[src/rtl/xor_stream_parity.sv]
// rtl/xor_stream_parity.sv - streaming per-packet XOR accumulator with parity and saturating beat count
module xor_stream_parity #(
  parameter int WIDTH = 8,
  parameter int CNT_W = 8
) (
  input  logic             clk,
  input  logic             rst,
  input  logic [WIDTH-1:0] in_data,
  input  logic             in_valid,
  input  logic             in_last,
  input  logic             odd_mode,
  output logic             in_ready,
  output logic [WIDTH-1:0] out_xor,
  output logic             out_parity,
  output logic [CNT_W-1:0] out_count,
  output logic             out_valid,
  input  logic             out_ready
);

  typedef enum logic {ACCUM = 1'b0, HOLD = 1'b1} state_t;

  localparam logic [CNT_W-1:0] CNT_MAX = {CNT_W{1'b1}};
  localparam logic [CNT_W-1:0] CNT_ONE = CNT_W'(1);

  state_t           state_q, state_d;
  logic             first_q, first_d;
  logic [WIDTH-1:0] acc_q, acc_d;
  logic [CNT_W-1:0] cnt_q, cnt_d;
  logic             mode_q, mode_d;
  logic [WIDTH-1:0] out_xor_q, out_xor_d;
  logic             out_parity_q, out_parity_d;
  logic [CNT_W-1:0] out_count_q, out_count_d;
  logic             out_valid_q, out_valid_d;
  logic             accept;

  assign accept = in_valid && (state_q == ACCUM);

  always_comb begin
    state_d      = state_q;
    first_d      = first_q;
    acc_d        = acc_q;
    cnt_d        = cnt_q;
    mode_d       = mode_q;
    out_xor_d    = out_xor_q;
    out_parity_d = out_parity_q;
    out_count_d  = out_count_q;
    out_valid_d  = out_valid_q;

    case (state_q)
      ACCUM: begin
        if (accept) begin
          first_d = 1'b0;
          if (first_q) begin
            acc_d  = in_data;
            cnt_d  = CNT_ONE;
            mode_d = odd_mode;
          end else begin
            acc_d = acc_q ^ in_data;
            // Count pins at all-ones; the XOR keeps accumulating regardless.
            cnt_d = (cnt_q == CNT_MAX) ? cnt_q : cnt_q + CNT_ONE;
          end
          if (in_last) begin
            out_xor_d    = acc_d;
            out_parity_d = (^acc_d) ^ mode_d;
            out_count_d  = cnt_d;
            out_valid_d  = 1'b1;
            state_d      = HOLD;
            first_d      = 1'b1;
          end
        end
      end
      HOLD: begin
        if (out_ready) begin
          out_valid_d = 1'b0;
          state_d     = ACCUM;
        end
      end
      default: begin
        state_d = ACCUM;
        first_d = 1'b1;
      end
    endcase
  end

  always_ff @(posedge clk or posedge rst) begin
    if (rst) begin
      state_q      <= ACCUM;
      first_q      <= 1'b1;
      acc_q        <= '0;
      cnt_q        <= '0;
      mode_q       <= 1'b0;
      out_xor_q    <= '0;
      out_parity_q <= 1'b0;
      out_count_q  <= '0;
      out_valid_q  <= 1'b0;
    end else begin
      state_q      <= state_d;
      first_q      <= first_d;
      acc_q        <= acc_d;
      cnt_q        <= cnt_d;
      mode_q       <= mode_d;
      out_xor_q    <= out_xor_d;
      out_parity_q <= out_parity_d;
      out_count_q  <= out_count_d;
      out_valid_q  <= out_valid_d;
    end
  end

  assign in_ready   = (state_q == ACCUM);
  assign out_xor    = out_xor_q;
  assign out_parity = out_parity_q;
  assign out_count  = out_count_q;
  assign out_valid  = out_valid_q;

endmodule

[config.mk]
export PLATFORM = sky130hd
export DESIGN_NAME = xor_stream_parity
export DESIGN_NICKNAME = d
export VERILOG_FILES = /design/src/rtl/xor_stream_parity.sv
export SDC_FILE = /design/constraint.sdc
export NUM_CORES = 1
export LEC_CHECK = 0
export ABC_CLOCK_PERIOD_IN_PS = 2900
export CAP_MARGIN = 30
export CORE_MARGIN = 8
export CORE_UTILIZATION = 31
export DETAILED_ROUTE_END_ITERATION = 12
export DONT_BUFFER_PORTS = 1
export SYNTH_ARGS = -nofsm -noshare
export SYNTH_HDL_FRONTEND = slang
export SYNTH_SLANG_ARGS = --single-unit
[constraint.sdc]
create_clock -name clk -period 2.9 [get_ports clk]
set_clock_uncertainty 0.15 [all_clocks]
set_input_delay 0.435 -clock clk [delete_from_list [all_inputs] [get_ports clk]]
set_output_delay 0.435 -clock clk [all_outputs]
set_load 0.1 [all_outputs]
==> results of run 1 <==
-- per-layer routing --
| metal | track usage (%) | up-vias |
|---|---|---|
| met5 | 0 | - |
| met4 | 3.901 | 0 |
| met3 | 5.827 | 5 |
| met2 | 15.42 | 28 |
| met1 | 13.32 | 680 |
| li1 | - | 722 |
-- worst register-to-register path, cell delays in order, from the launching register on --
cell,delay [ns]
dfrtp_1,0.45
ha_1,0.28
nand3_1,0.19
nor2_2,0.08
a211oi_1,0.41
o21ai_0,0.13
a22o_1,0.20
-- layout make-up --
class | count | area (um2) | share of cell area, %
Timing Repair Buffer | 6 | 47.55 | 2.214
Clock inverter | 1 | 5.005 | 0.2331
Multi-Input combinational cell | 158 | 955.9 | 44.52
Clock buffer | 7 | 96.34 | 4.487
Sequential cell | 37 | 927.1 | 43.18
Tap cell | 77 | 96.34 | 4.487
Inverter | 5 | 18.77 | 0.8741
-- synth_stat cells (2+ instances only) --
| master | count | share of area (%) |
|---|---|---|
| a21oi_1 | 4 | 1.0 |
| a22o_1 | 12 | 5.4 |
| a31oi_1 | 2 | 0.65 |
| clkbuf_1 | 8 | 1.5 |
| dfrtp_1 | 36 | 46 |
| inv_1 | 5 | 0.97 |
| nand2_1 | 36 | 7.0 |
| nand3_1 | 3 | 0.77 |
| nor2_1 | 10 | 1.9 |
| nor2b_1 | 9 | 2.9 |
| nor3_1 | 4 | 1.0 |
| o21ai_0 | 38 | 9.8 |
| xnor2_1 | 23 | 10 |
| xor2_1 | 2 | 0.90 |
-- placed cells by master (no fill, tap or decap), types with 2 or more instances in the layout --
| master | instances |
|---|---|
| a22o_1 | 12 |
| nand3_1 | 3 |
| xor2_1 | 2 |
| buf_4 | 5 |
| dfrtp_1 | 36 |
| nor2_1 | 10 |
| xnor2_1 | 23 |
| a21oi_1 | 4 |
| a31oi_1 | 2 |
| inv_1 | 5 |
| nor3_1 | 4 |
| o21ai_0 | 38 |
| nor2b_1 | 9 |
| clkbuf_8 | 7 |
| nand2_1 | 36 |
-- metrics by stage --
stage,util [%],cell area (um2),worst slack [ns],hold WS (ns)
6_report,34.60,2147,0.9047,0.1049
5_1_grt,34.60,2147,0.7460,0.1145
4_1_cts,34.60,2147,0.9068,0.1002
3_5_place_dp,32.81,2036,0.9181,0.1885
3_3_place_gp,32.81,2036,0.9191,0.2022
2_1_floorplan,-,1939,0.8758,0.3225
-- power by group through the flow --
stage | registers (W) | clock network [W] | logic (W)
final | 0.00138 | 0.000401 | 0.000587
after global routing | 0.00142 | 0.000441 | 0.000677
after CTS | 0.00139 | 0.000415 | 0.000598
after detailed placement | 0.00140 | 0 | 0.000595
after global placement | 0.00139 | 0 | 0.000588
after floorplan | 0.00132 | 0 | 0.000547
-- flip-flops by register name (all words and copies together), names as in the netlist --
signal,cells
state_q,1
cnt_q,8
acc_q,8
out_xor,8
mode_q,1
out_valid,1
out_count,8
out_parity,1
first_q,1
-- final timing paths --
kind | start | cells after the start | slack [ns] | to
setup reg to reg | cnt_q[0] | 6 | 0.90 | cnt_q[5]
setup / recovery | cnt_q[0] | 6 | 0.90 | cnt_q[5]
hold / removal | out_ready | 1 | 0.10 | state_q
max in group asynchronous | rst | 3 | 1.51 | first_q
hold reg to reg | mode_q | 1 | 0.37 | mode_q
min in group asynchronous | rst | 2 | 0.42 | cnt_q[0]
-- timing repair --
action	4_1_cts	5_1_grt
hold buffers	1	0
setup buffers	0	0
hold endpoints to repair	8	0
-- cell families after synthesis --
logic type	Yosys count	synth area share (%)
compound gates	60	18.45
flops	37	47.81
buf+inv	14	2.904
fa+ha+maj	1	0.6451
mux	2	1.097
xor+xnor	27	13.29
simple gates	68	15.81
==> run_results.csv, run 1 <==
group,metric,value,unit
timing,rsz0062_at_grt,"no",
worst_setup_path,cpPeakStageDelay,0.45,ns
power_and_ir_drop,power.density,1102,nW/um2
drt,finalWirelength,4.334,mm
floorplanning,die_y,95.10,um
synth,synth_edf_count,0,
worst_setup_path,critPathKind,"reg2reg",
floorplanning,die_w,95.10,um
drt,firstDrtPassIters,4,
floorplanning,rows,29,
floorplanning,dieArea,9043,um2
floorplanning,start_util,31.26,%
floorplanning,io_pins,33,
global_route,grt_overflow,0,
global_route,grtUsageTotal,10.76,%
place,hpwl,3.088,mm
layout,fill_cells,646,
power_and_ir_drop,combPwrFrac,24.8,%
synth,synth_area,1939,um2
clock_network,htreeDepth,2,
clock_network,cts_tree,"built",
power_and_ir_drop,p_int,0.001208,W
timing,period_share,68.80,%
global_route,antenna_found_initial,0,
drt,post_drt_wl_per_cell,14.89,um
timing,fmax,501.2,MHz
drt,via_per_inst,4.931,
timing,final-hold-violation-count,0,
layout,drive_gt1_share,9.346,%
drt,drcViolationCount,0,
worst_setup_path,critPathCaptureType,"flip-flop",
global_route,grt_pass1_wl,7.431,mm
global_route,grt_max_degree,42,
layout,area_growth,10.71,%
place,io_buffers,0,
power_and_ir_drop,pwr-share-clk,17.0,%
worst_setup_path,cp_cell_sequence,"ha_1 -> nand3_1 -> nor2_2 -> a211oi_1 -> o21ai_0 -> a22o_1",
clock_network,clkTransAtPathRegs,0.08,ns
synth,avgSynthCellArea,9.279,um2
worst_setup_path,cp-start-kind,"flip-flop",
clock_network,cts-resized-gates,0,
drt,ant_nets,0,
power_and_ir_drop,p_sw_share,48.96,%
drt,wl_met3,439,um
layout,n_antenna_cell,0,
power_and_ir_drop,ir_worst_vdd,0.0004168,V
status,status,"finished, final reports clean",
synth,ys_seq_area_share,47.81,%
power_and_ir_drop,pwr-share-seq,58.2,%
place,gp_congestion,0.7887,
timing,fin_tns_setup,0,ns
flow_run,maxCapViolations,0,
hold_path,min_path_type,"in2reg",
clock_network,clk_latency,0.29,ns
worst_setup_path,crit_path_top_delay_cell,"dfrtp_1",
worst_setup_path,cp.required,2.93,ns
synth,yosys_warnings,0,
worst_setup_path,crit_buf_inv,0,
synth,synth_cell_type_count,31,
timing,setup-violations-final,0,
timing,tightestPinTransition,0.9392,ns
drt,m1WireLength,1.888,mm
timing,period_needed,1.995,ns
worst_setup_path,cpLargestDelayFamily,"compound AO/OA/AOI/OAI gates",
synth,ys_seq_elements,37,
power_and_ir_drop,p_leak,0.8867,nW
synth,synth_ff_type,"dfrtp_1",
floorplanning,core,6205,um2
synth,synth_fp_nets,224,
clock_network,cts_sinks,37,
timing,max_slew_margin,37.39,%
drt,dr_total_vias,1435,
global_route,grt_pass1_vias,1373,
power_and_ir_drop,switchingPower,0.001159,W
worst_setup_path,cp_data_arrival_time,2.02,ns
drt,drtIter0Drc,91,
synth,syn_inst,209,
worst_setup_path,cp_max_fo,6,
layout,nNetsFinal,228,
clock_network,clock_path_buffers,2,
drt,routed-wl-met2,1.938,mm
layout,fin_cells,291,
clock_network,numCtsBuffers,5,
power_and_ir_drop,finalPower,0.002366,W
timing,drv_slew,0,
place,dp_cells,282,
clock_network,cts_root_buffer,"clkbuf_8",
synth,synthArstFlopShare,100.0,%
drt,top_layer_used,"met4",
Note: power is estimated with default switching activity, not from simulation.
==> run 2: changes to the inputs <==
--- a/config.mk
+++ b/config.mk
@@ -5,7 +5,7 @@
 export SDC_FILE = /design/constraint.sdc
 export NUM_CORES = 1
 export LEC_CHECK = 0
-export ABC_CLOCK_PERIOD_IN_PS = 2900
+export ABC_CLOCK_PERIOD_IN_PS = 1900
 export CAP_MARGIN = 30
 export CORE_MARGIN = 8
 export CORE_UTILIZATION = 31
==> constraint.sdc (replaced) <==
create_clock -name clk -period 1.9 [get_ports clk]
set_clock_uncertainty 0.15 [all_clocks]
set_input_delay 0.285 -clock clk [delete_from_list [all_inputs] [get_ports clk]]
set_output_delay 0.285 -clock clk [all_outputs]
set_load 0.1 [all_outputs]
==> run 2 against run 1 <==
- sequential cell count stayed put
- via count is 10% higher
- clock power rose by 69%
- global-route usage increased by 0.37 points
- utilization increased by 5.1 points
- register-to-register slack got worse by 0.77 ns
- power grew 67%
- sequential power shrank 12%
- fmax grew 13%
- critical path depth grew 1
- non-clock buffer count rose by 35
- largest power group is now combinational logic
==> run_results.csv, run 2 (synthesis results as in run 1) <==
group,metric,value,unit
layout,area_growth,27.03,%
power_and_ir_drop,p_leak,1.055,nW
worst_setup_path,rr_startpoint,"cnt_q[0]",
drt,finalWirelength,4.570,mm
timing,final-hold-violation-count,0,
drt,ant_nets,0,
timing,period_needed,1.765,ns
floorplanning,io_pins,33,
floorplanning,rows,29,
drt,firstDrtPassIters,4,
worst_setup_path,critPathKind,"reg2reg",
timing,period_share,92.92,%
layout,drive_gt1_share,19.28,%
floorplanning,dieArea,9043,um2
place,io_buffers,0,
layout,nNetsFinal,263,
timing,setup-violations-final,0,
drt,drtIter0Drc,69,
place,dp_cells,306,
clock_network,cts_tree,"built",
clock_network,cts_sinks,37,
drt,dr_total_vias,1581,
clock_network,htreeDepth,2,
drt,drcViolationCount,0,
floorplanning,die_y,95.10,um
clock_network,cts_root_buffer,"clkbuf_8",
flow_run,maxCapViolations,0,
worst_setup_path,cp-start-kind,"flip-flop",
worst_setup_path,critPathCaptureType,"flip-flop",
worst_setup_path,cp.required,1.94,ns
timing,fin_tns_setup,0,ns
layout,fin_cells,326,
layout,fill_cells,620,
clock_network,clk_latency,0.29,ns
global_route,grt_pass1_wl,7.921,mm
floorplanning,start_util,31.26,%
layout,final_cell_mix,"o21ai_0 (38), nand2_1 (35), dfrtp_1 (35), buf_4 (30), xnor2_1 (23)",
power_and_ir_drop,ir_worst_vdd,0.0008411,V
hold_path,hp-start,"out_ready",
hold_path,min_path_type,"in2reg",
global_route,antenna_found_initial,0,
worst_setup_path,r2r_setup_slack,0.13,ns
clock_network,clock_path_buffers,2,
clock_network,numCtsBuffers,5,
timing,fmax,566.4,MHz
power_and_ir_drop,power.density,1602,nW/um2
layout,n_antenna_cell,0,
timing,max_slew_margin,67.11,%
global_route,grt_max_degree,38,
hold_path,hold_depth,3,
floorplanning,core,6205,um2
place,gp_congestion,0.8141,
clock_network,clkTransAtPathRegs,0.08,ns
global_route,grt_overflow,0,
drt,via_per_inst,4.850,
worst_setup_path,cp_data_arrival_time,1.80,ns
global_route,grtUsageTotal,11.13,%
global_route,grt_pass1_vias,1602,
floorplanning,die_w,95.10,um
timing,tightestPinTransition,0.4934,ns
worst_setup_path,worstRegToRegCells,7,
timing,rsz0062_at_grt,"no",
worst_setup_path,cp_max_fo,7,
layout,layout_commonest_cell,"o21ai_0",
timing,drv_slew,0,
worst_setup_path,r2r_end,"cnt_q[3]",
status,status,"finished, final reports clean",
drt,post_drt_wl_per_cell,14.02,um
place,hpwl,3.106,mm
hold_path,hold_end,"out_valid",
==> run 2: how the worst max path moves through the flow <==
stage / slack (ns) / endpoint / start / cells past startpoint
after detailed placement: 0.07 / cnt_q[5] / cnt_q[1] / 6
after global placement: 0.13 / cnt_q[5] / cnt_q[1] / 6
after CTS: 0.06 / cnt_q[5] / cnt_q[1] / 6
after global routing: 0.02 / cnt_q[3] / cnt_q[1] / 7
final: 0.13 / cnt_q[3] / cnt_q[0] / 7
after floorplan: 0.02 / acc_q[0] / state_q / 5
==> run 2: worst max-delay path, stage by stage, from the launching register on <==
cell and delay (ns):
dfrtp_1 0.38, ha_1 0.21, nand3_1 0.19, nor2_4 0.08, nand2_2 0.15, and4_4 0.26, o21ai_0 0.07, a22o_1 0.18
==> run 2: layout make-up <==
class | count | area, um2 | area share (%)
Timing Repair Buffer | 41 | 335.3 | 13.61
Inverter | 5 | 22.52 | 0.9142
Tap cell | 77 | 96.34 | 3.911
Multi-Input combinational cell | 158 | 973.4 | 39.51
Clock inverter | 2 | 35.03 | 1.422
Clock buffer | 6 | 72.57 | 2.946
Sequential cell | 37 | 928.4 | 37.68
==> run 2: power breakdown <==
group	switching (W)	internal [W]	leakage, nW
logic	0.00134	0.000707	0.535
registers	0.000193	0.00102	0.465
clock network	0.000289	0.000390	0.0552
total	0.00182	0.00212	1.06
==> run 2: repair_timing <==
action                                 CTS  global route
hold buffers                            11             0
endpoints found under the hold margin   46             0
resized for setup                        0             3
setup endpoints to repair                0             4
setup buffers                            0             1
==> run 2: stage by stage <==
stage          worst slack (ns)  utilization [%]  power (W)  hold WS, ns  area [um2]
4_1_cts                 0.05558            39.40   0.003971    0.0008886        2445
2_1_floorplan           0.01943                -   0.002856       0.2314        1951
6_report                 0.1346            39.71   0.003946     0.008393        2464
5_1_grt                 0.01759            39.71   0.004183      0.02169        2464
3_5_place_dp            0.06945            35.89   0.003265       0.1777        2227
3_3_place_gp             0.1254            35.89   0.003233       0.1729        2227
==> run 2: per-layer routing <==
| layer | up-vias | part of all wire (%) | track usage (%) |
|---|---|---|---|
| met2 | 42 | 44 | 16.40 |
| met5 | - | 0 | 0 |
| li1 | 788 | - | - |
| met4 | 0 | 1.3 | 4.031 |
| met3 | 7 | 9.9 | 4.961 |
| met1 | 744 | 45 | 14.05 |
